## src/rtl/product_accumulator_if.sv

```systemverilog
// Handshake bundle: product vector plus bias in from the product stage, saturated sums out
// to the activation stage.
interface product_accumulator_if #(
    parameter int unsigned PRODUCTS_W = 1296,
    parameter int unsigned BIAS_W     = 48,
    parameter int unsigned SUM_W      = 72
);
    logic [PRODUCTS_W-1:0] products_in;
    logic                  products_valid;
    logic                  products_ready;
    logic [BIAS_W-1:0]     bias;
    logic [SUM_W-1:0]      sum_out;
    logic                  sum_valid;
    logic                  sum_ready;

    modport master (
        output products_in, products_valid, bias, sum_ready,
        input  products_ready, sum_out, sum_valid
    );

    modport slave (
        input  products_in, products_valid, bias, sum_ready,
        output products_ready, sum_out, sum_valid
    );
endinterface

```

## src/rtl/product_accumulator.sv

```systemverilog
// Sequential per-filter tap summation, LANES taps per cycle, seeded with the filter bias;
// each filter's total is saturated to SUM_WIDTH and held until the consumer takes it.
module product_accumulator #(
    parameter int unsigned WIDTH         = 3,
    parameter int unsigned HEIGHT        = 3,
    parameter int unsigned DEPTH         = 3,
    parameter int unsigned NUM_FILTER    = 3,
    parameter int unsigned PRODUCT_WIDTH = 16,
    parameter int unsigned BIAS_WIDTH    = 16,
    parameter int unsigned SUM_WIDTH     = 24,
    parameter int unsigned LANES         = 3
) (
    input logic                  clk,
    input logic                  rst,
    product_accumulator_if.slave bus
);
    localparam int unsigned N      = WIDTH * HEIGHT * DEPTH;
    localparam int unsigned IN_W   = (PRODUCT_WIDTH > BIAS_WIDTH) ? PRODUCT_WIDTH : BIAS_WIDTH;
    localparam int unsigned ACC_W  = IN_W + $clog2(N + 1) + 1;
    localparam int unsigned EXT_W  = (ACC_W > SUM_WIDTH) ? ACC_W : SUM_WIDTH;
    localparam int unsigned IDX_W  = $clog2(N + 1);
    localparam int unsigned VEC_W  = PRODUCT_WIDTH * N * NUM_FILTER;
    localparam int unsigned STEP_W = PRODUCT_WIDTH * LANES;
    localparam int unsigned OUT_W  = SUM_WIDTH * NUM_FILTER;

    localparam logic [IDX_W-1:0]        LAST_IDX = IDX_W'(N - LANES);
    localparam logic [IDX_W-1:0]        IDX_STEP = IDX_W'(LANES);
    localparam logic signed [EXT_W-1:0] SAT_MAX  = EXT_W'((64'sd1 <<< (SUM_WIDTH - 1)) - 64'sd1);
    localparam logic signed [EXT_W-1:0] SAT_MIN  = ~SAT_MAX;

    typedef enum logic [1:0] {
        IDLE,
        ACCUM,
        DONE
    } state_t;

    state_t                   state_q, state_d;
    logic [IDX_W-1:0]         idx_q, idx_d;
    logic [VEC_W-1:0]         prod_q, prod_d;
    logic signed [ACC_W-1:0]  acc_q [NUM_FILTER];
    logic signed [ACC_W-1:0]  acc_d [NUM_FILTER];
    logic signed [ACC_W-1:0]  lane_sum [NUM_FILTER];
    logic [OUT_W-1:0]         sum_q, sum_d;
    logic                     sum_valid_q, sum_valid_d;

    function automatic logic [SUM_WIDTH-1:0] saturate(input logic signed [ACC_W-1:0] a);
        logic signed [EXT_W-1:0] x;
        x = EXT_W'(a);
        if (x > SAT_MAX) begin
            return SAT_MAX[SUM_WIDTH-1:0];
        end
        if (x < SAT_MIN) begin
            return SAT_MIN[SUM_WIDTH-1:0];
        end
        return x[SUM_WIDTH-1:0];
    endfunction

    assign bus.products_ready = (state_q == IDLE) && !rst;
    assign bus.sum_out        = sum_q;
    assign bus.sum_valid      = sum_valid_q;

    // The product register shifts down one lane group per cycle, so the current taps of
    // filter n always sit at the bottom of that filter's slot.
    always_comb begin
        for (int n = 0; n < NUM_FILTER; n++) begin
            lane_sum[n] = '0;
            for (int l = 0; l < LANES; l++) begin
                lane_sum[n] = lane_sum[n]
                    + ACC_W'($signed(prod_q[(n * N + l) * PRODUCT_WIDTH +: PRODUCT_WIDTH]));
            end
        end
    end

    always_comb begin
        state_d     = state_q;
        idx_d       = idx_q;
        prod_d      = prod_q;
        acc_d       = acc_q;
        sum_d       = sum_q;
        sum_valid_d = sum_valid_q;

        case (state_q)
            IDLE: begin
                sum_valid_d = 1'b0;
                if (bus.products_valid && bus.products_ready) begin
                    prod_d = bus.products_in;
                    for (int n = 0; n < NUM_FILTER; n++) begin
                        acc_d[n] = ACC_W'($signed(bus.bias[n * BIAS_WIDTH +: BIAS_WIDTH]));
                    end
                    idx_d   = '0;
                    state_d = ACCUM;
                end
            end
            ACCUM: begin
                for (int n = 0; n < NUM_FILTER; n++) begin
                    acc_d[n] = acc_q[n] + lane_sum[n];
                end
                prod_d = prod_q >> STEP_W;
                idx_d  = idx_q + IDX_STEP;
                if (idx_q == LAST_IDX) begin
                    state_d     = DONE;
                    sum_valid_d = 1'b1;
                    for (int n = 0; n < NUM_FILTER; n++) begin
                        sum_d[n * SUM_WIDTH +: SUM_WIDTH] = saturate(acc_d[n]);
                    end
                end
            end
            DONE: begin
                if (bus.sum_ready) begin
                    state_d     = IDLE;
                    sum_valid_d = 1'b0;
                end
            end
            default: begin
                state_d = IDLE;
            end
        endcase
    end

    always_ff @(posedge clk) begin
        if (rst) begin
            state_q     <= IDLE;
            idx_q       <= '0;
            sum_q       <= '0;
            sum_valid_q <= 1'b0;
            for (int n = 0; n < NUM_FILTER; n++) begin
                acc_q[n] <= '0;
            end
        end else begin
            state_q     <= state_d;
            idx_q       <= idx_d;
            sum_q       <= sum_d;
            sum_valid_q <= sum_valid_d;
            acc_q       <= acc_d;
        end
    end

    // Tap data is only meaningful after an accept, so it carries no reset.
    always_ff @(posedge clk) begin
        prod_q <= prod_d;
    end
endmodule

```

## src/flat_wrapper.sv

```systemverilog
// flat-port wrapper written by rule: the top's interface ports become plain ports
module product_accumulator_flat 
#(
    parameter int unsigned WIDTH         = 3,
    parameter int unsigned HEIGHT        = 3,
    parameter int unsigned DEPTH         = 3,
    parameter int unsigned NUM_FILTER    = 3,
    parameter int unsigned PRODUCT_WIDTH = 16,
    parameter int unsigned BIAS_WIDTH    = 16,
    parameter int unsigned SUM_WIDTH     = 24,
    parameter int unsigned LANES         = 3
)
  (clk, rst, bus_products_in, bus_products_valid, bus_bias, bus_sum_ready, bus_products_ready, bus_sum_out, bus_sum_valid);
  product_accumulator_if #(.PRODUCTS_W(((16) * (27) * (3))), .BIAS_W(((16) * (3))), .SUM_W((24) * (3))) bus_i ();
  input logic clk;
  input logic rst;
  input wire logic [$bits(bus_i.products_in)-1:0] bus_products_in;
  input wire logic [$bits(bus_i.products_valid)-1:0] bus_products_valid;
  input wire logic [$bits(bus_i.bias)-1:0] bus_bias;
  input wire logic [$bits(bus_i.sum_ready)-1:0] bus_sum_ready;
  output wire logic [$bits(bus_i.products_ready)-1:0] bus_products_ready;
  output wire logic [$bits(bus_i.sum_out)-1:0] bus_sum_out;
  output wire logic [$bits(bus_i.sum_valid)-1:0] bus_sum_valid;
  assign bus_i.products_in = bus_products_in;
  assign bus_i.products_valid = bus_products_valid;
  assign bus_i.bias = bus_bias;
  assign bus_i.sum_ready = bus_sum_ready;
  assign bus_products_ready = bus_i.products_ready;
  assign bus_sum_out = bus_i.sum_out;
  assign bus_sum_valid = bus_i.sum_valid;
  product_accumulator #(.WIDTH(WIDTH), .HEIGHT(HEIGHT), .DEPTH(DEPTH), .NUM_FILTER(NUM_FILTER), .PRODUCT_WIDTH(PRODUCT_WIDTH), .BIAS_WIDTH(BIAS_WIDTH), .SUM_WIDTH(SUM_WIDTH), .LANES(LANES)) u_core (.clk(clk), .rst(rst), .bus(bus_i));
endmodule
```

## config.mk

```make
export PLATFORM = sky130hd
export DESIGN_NAME = product_accumulator_flat
export DESIGN_NICKNAME = d
export VERILOG_FILES = /design/src/rtl/product_accumulator_if.sv /design/src/rtl/product_accumulator.sv /design/src/flat_wrapper.sv
export SDC_FILE = /design/constraint.sdc
export NUM_CORES = 2
export LEC_CHECK = 0
export BUFFER_PORTS_ARGS = -buffer_cell sky130_fd_sc_hd__buf_4
export CAP_MARGIN = 20
export CELL_PAD_IN_SITES_DETAIL_PLACEMENT = 0
export CELL_PAD_IN_SITES_GLOBAL_PLACEMENT = 2
export CORE_AREA = 2 2 562 564
export CTS_BUF_LIST = sky130_fd_sc_hd__clkbuf_16
export CTS_CLUSTER_DIAMETER = 100
export DETAILED_ROUTE_END_ITERATION = 16
export DIE_AREA = 0 0 564 566
export MAX_ROUTING_LAYER = met4
export PLACE_DENSITY = 0.54
export SKIP_CTS_REPAIR_TIMING = 1
export SLEW_MARGIN = 15
export SYNTH_ARGS = -nofsm -noshare
export SYNTH_HDL_FRONTEND = slang
export SYNTH_SLANG_ARGS = --single-unit
```

## constraint.sdc

```tcl
create_clock -name clk -period 92 [get_ports clk]
set_input_delay 9.2 -clock clk [delete_from_list [all_inputs] [get_ports clk]]
set_output_delay 9.2 -clock clk [all_outputs]
set_load 0.02 [all_outputs]
```

==> metrics <==
initial antenna violation count=201; Synth Warn #=0; Slowest-stage cell, CP=nor3_1; R2R Setup Slk=85,710 ps; post-synthesis cell count=6,773; Post-Route Setup TNS=0 ps; Worst slew margin=26.1%; Slew @ Worst Pin=1110 ps; logic gate share of total power=25.6%; Site Rows=206; CTS Buffer Depth=4; Switch Pwr=0.000670 W; minimum clock period=19,470 ps; Die Wd=564 µm; syn nets=8,293; IO Port Bufs=1,421; H-tree levels=4; clock sinks=1,439; per-cell routed wire length=25.0 µm; Iter 0 DRT Violations=3,385; DRT Pass-1 Iters=5; most common cell after layout, fill and taps aside=nand2_1; first-pass GRT wire length=421 mm; Clk pwr share=34.0%; Setup violations, final=0; clock slew at reported path FFs=60 ps; DRC viols=0; die area=0.319 mm²; Root Driver=clkbuf_16; Reg2Reg Depth=10; Seq cells post-synth=1,439; post-synthesis cell type count=76; final wirelength=313 mm; FF-to-FF Start=u_core.state_q[0]; period utilization=21.2%; f_max=0.0514 GHz; CTS Buf Count=187; CP bufs+invs=2; Seq pwr share=40.4%; Peak VDD IR=0.0121 mV; syn_area_per_cell=9.73 µm²; skew final=53.6 ps; Sw Share=32.6%; crit path capture type=output pin; core region area=0.313 mm²; chip height=566 µm; via/cell ratio=4.14; routability cong.=0.876; crit-path leading delay family=buffers and inverters; multi-input logic area=0.0226 mm²; slowest cell delay on critical path=490 ps; clk_lat worst skew=860 ps; Routed Antenna Nets=0; highest-count cells in the layout ignoring fill and taps=3,914 x nand2_1, 1,464 x buf_4, 1,296 x edfxtp_1, 189 x clkbuf_16, 143 x dfxtp_1; Hold Path Class=flip-flop to flip-flop; total power=0.00205 W; unrepaired setup endpoints after global routing=false; Most Frequent Cell on Critical Path=buf_4; Fin. Hold Viols=0; status=finished clean; netlist area before placement=0.0659 mm²; hold endpoint=u_core.bus.sum_out[52]; WHS Path Cells=2; largest net degree at the start of global routing=196; Critical Path RT=82,800 ps; CP Data Arrival Time=10,270 ps; nature of the critical path startpoint=primary input; Final nets=9,607; IO Pins=1,422; Top FF cell, synth=edfxtp_1; WS Path Type=primary input to output pin; PD cells=23.6 mW/mm²; register area=0.0418 mm²; Fill cells=33,844; routed vias=51,902; vias in the first global route=53,253; Max Cap Viol=0; Post-DP HPWL=243 mm; synth-to-layout area growth=32.0%; Starting Density=21.0%; Hold Startpoint=u_core.bus.sum_out[52]; Int Pwr=0.00139 W; P_leak=38.5 nW; FFs w/ async S/R, synth=0%; all-layer global routing usage=19.4%; number of enable flip-flop cells after synthesis=1,296; Seq/Total Area, Yosys=63.4%; TritonCTS clock tree=built; reg-to-reg endpoint=u_core.prod_q[598]; CP cell instances=buf_4 > nor3_1 > buf_4; worst-path maximum fanout=62; Final Max Tran Viols=0; layout cells sized above 1=21.1%; gr ovfl total=0
-- cells by family after synthesis --
kind of cell               Yosys count  synth area share, %
muxes                                3               0.0475
AOI/OAI and AO/OA                  450                 4.52
DFF                               1439                 63.4
and+or+nand+nor                   4221                 24.7
buffers and inverters              401                 2.30
adders and majority gates          172                 3.88
xor gates and xnor gates            87                 1.16
-- area by class of cell --
cell class / count / share of cell area (%)
clock inverter: 142 / 1.06
inverter: 53 / 0.237
clock buffer: 189 / 5.44
timing repair buffer: 1473 / 12.8
antenna: 147 / 0.423
tap: 4160 / 5.98
sequential: 1439 / 48.0
multi-input combinational: 4933 / 26.0
-- power by group through the flow --
stage	clock network, W	logic (W)	registers, W
detailed placement	0	0.000544	0.000844
global placement	0	0.000543	0.000843
global route	0.000745	0.000588	0.000836
finish	0.000699	0.000526	0.000830
CTS	0.000724	0.000548	0.000831
floorplan	0	0.000317	0.000884
-- sequential cells by signal, summed over array words and instances (netlist names) --
register and count:
u_core.prod_q 1296, u_core.bus.sum_valid 1, u_core.acc_q 66, u_core.state_q 2
u_core.idx_q 5, u_core.bus.sum_out 69
-- cells in the mapped netlist, types with 5 or more instances --
library cell | n | area share (%)
nand2_1 | 3915 | 22
edfxtp_1 | 1296 | 59
clkbuf_1 | 327 | 1.9
dfxtp_1 | 143 | 4.3
a21oi_1 | 140 | 1.1
ha_1 | 118 | 2.2
nor2_1 | 112 | 0.64
o21ai_0 | 74 | 0.56
xnor2_1 | 61 | 0.81
fa_1 | 54 | 1.6
and2_1 | 53 | 0.50
inv_1 | 52 | 0.30
a211oi_1 | 34 | 0.39
a21o_1 | 32 | 0.36
nand3_1 | 30 | 0.23
nor3_1 | 28 | 0.21
xor2_1 | 26 | 0.35
a22oi_1 | 25 | 0.28
o21a_1 | 22 | 0.25
nor2b_1 | 18 | 0.17
a311oi_1 | 17 | 0.23
buf_1 | 16 | 0.091
and3_1 | 14 | 0.13
nand2b_1 | 14 | 0.13
a221oi_1 | 11 | 0.15
nand4_1 | 10 | 0.095
a31oi_1 | 9 | 0.085
o211ai_1 | 9 | 0.10
or3_1 | 9 | 0.085
a31o_2 | 6 | 0.080
o22ai_1 | 6 | 0.057
o2111ai_1 | 5 | 0.066
o21ai_1 | 5 | 0.038
or2_2 | 5 | 0.047
-- worst max path at each step --
stage          startpoint            endpoint  slack [ps]  depth (start not counted)
5_1_grt               rst  bus_products_ready       72400                          3
2_1_floorplan         rst     u_core.idx_q[2]       54300                          6
3_3_place_gp          rst  bus_products_ready       72510                          3
4_1_cts               rst  bus_products_ready       72520                          3
6_report              rst  bus_products_ready       72530                          3
3_5_place_dp          rst  bus_products_ready       72520                          3
-- per-stage QoR --
stage | hold WS [ps] | instances | setup WS, ps | area (µm²) | utilization, %
after floorplan | 448 | 6773 | 54300 | 65900 | -
after global placement | 450 | 12058 | 72510 | 81000 | 25.8
after detailed placement | 449 | 12058 | 72520 | 81000 | 25.8
after CTS | 458 | 12389 | 72520 | 86700 | 27.6
after global routing | 470 | 12528 | 72400 | 87000 | 27.8
final | 455 | 12536 | 72530 | 87000 | 27.8
-- routing by layer --
layer  track usage (%)  share of wire, %
met5                 -                 0
met4              4.82               2.5
met3              7.13               8.6
met2              34.1                51
met1              20.4                38
-- worst min-delay path, stage by stage, from the launching register on --
cell     delay, ps
dfxtp_1        310
nand2_1         50
a21oi_1         50
Power figures use the tool's default switching activity.
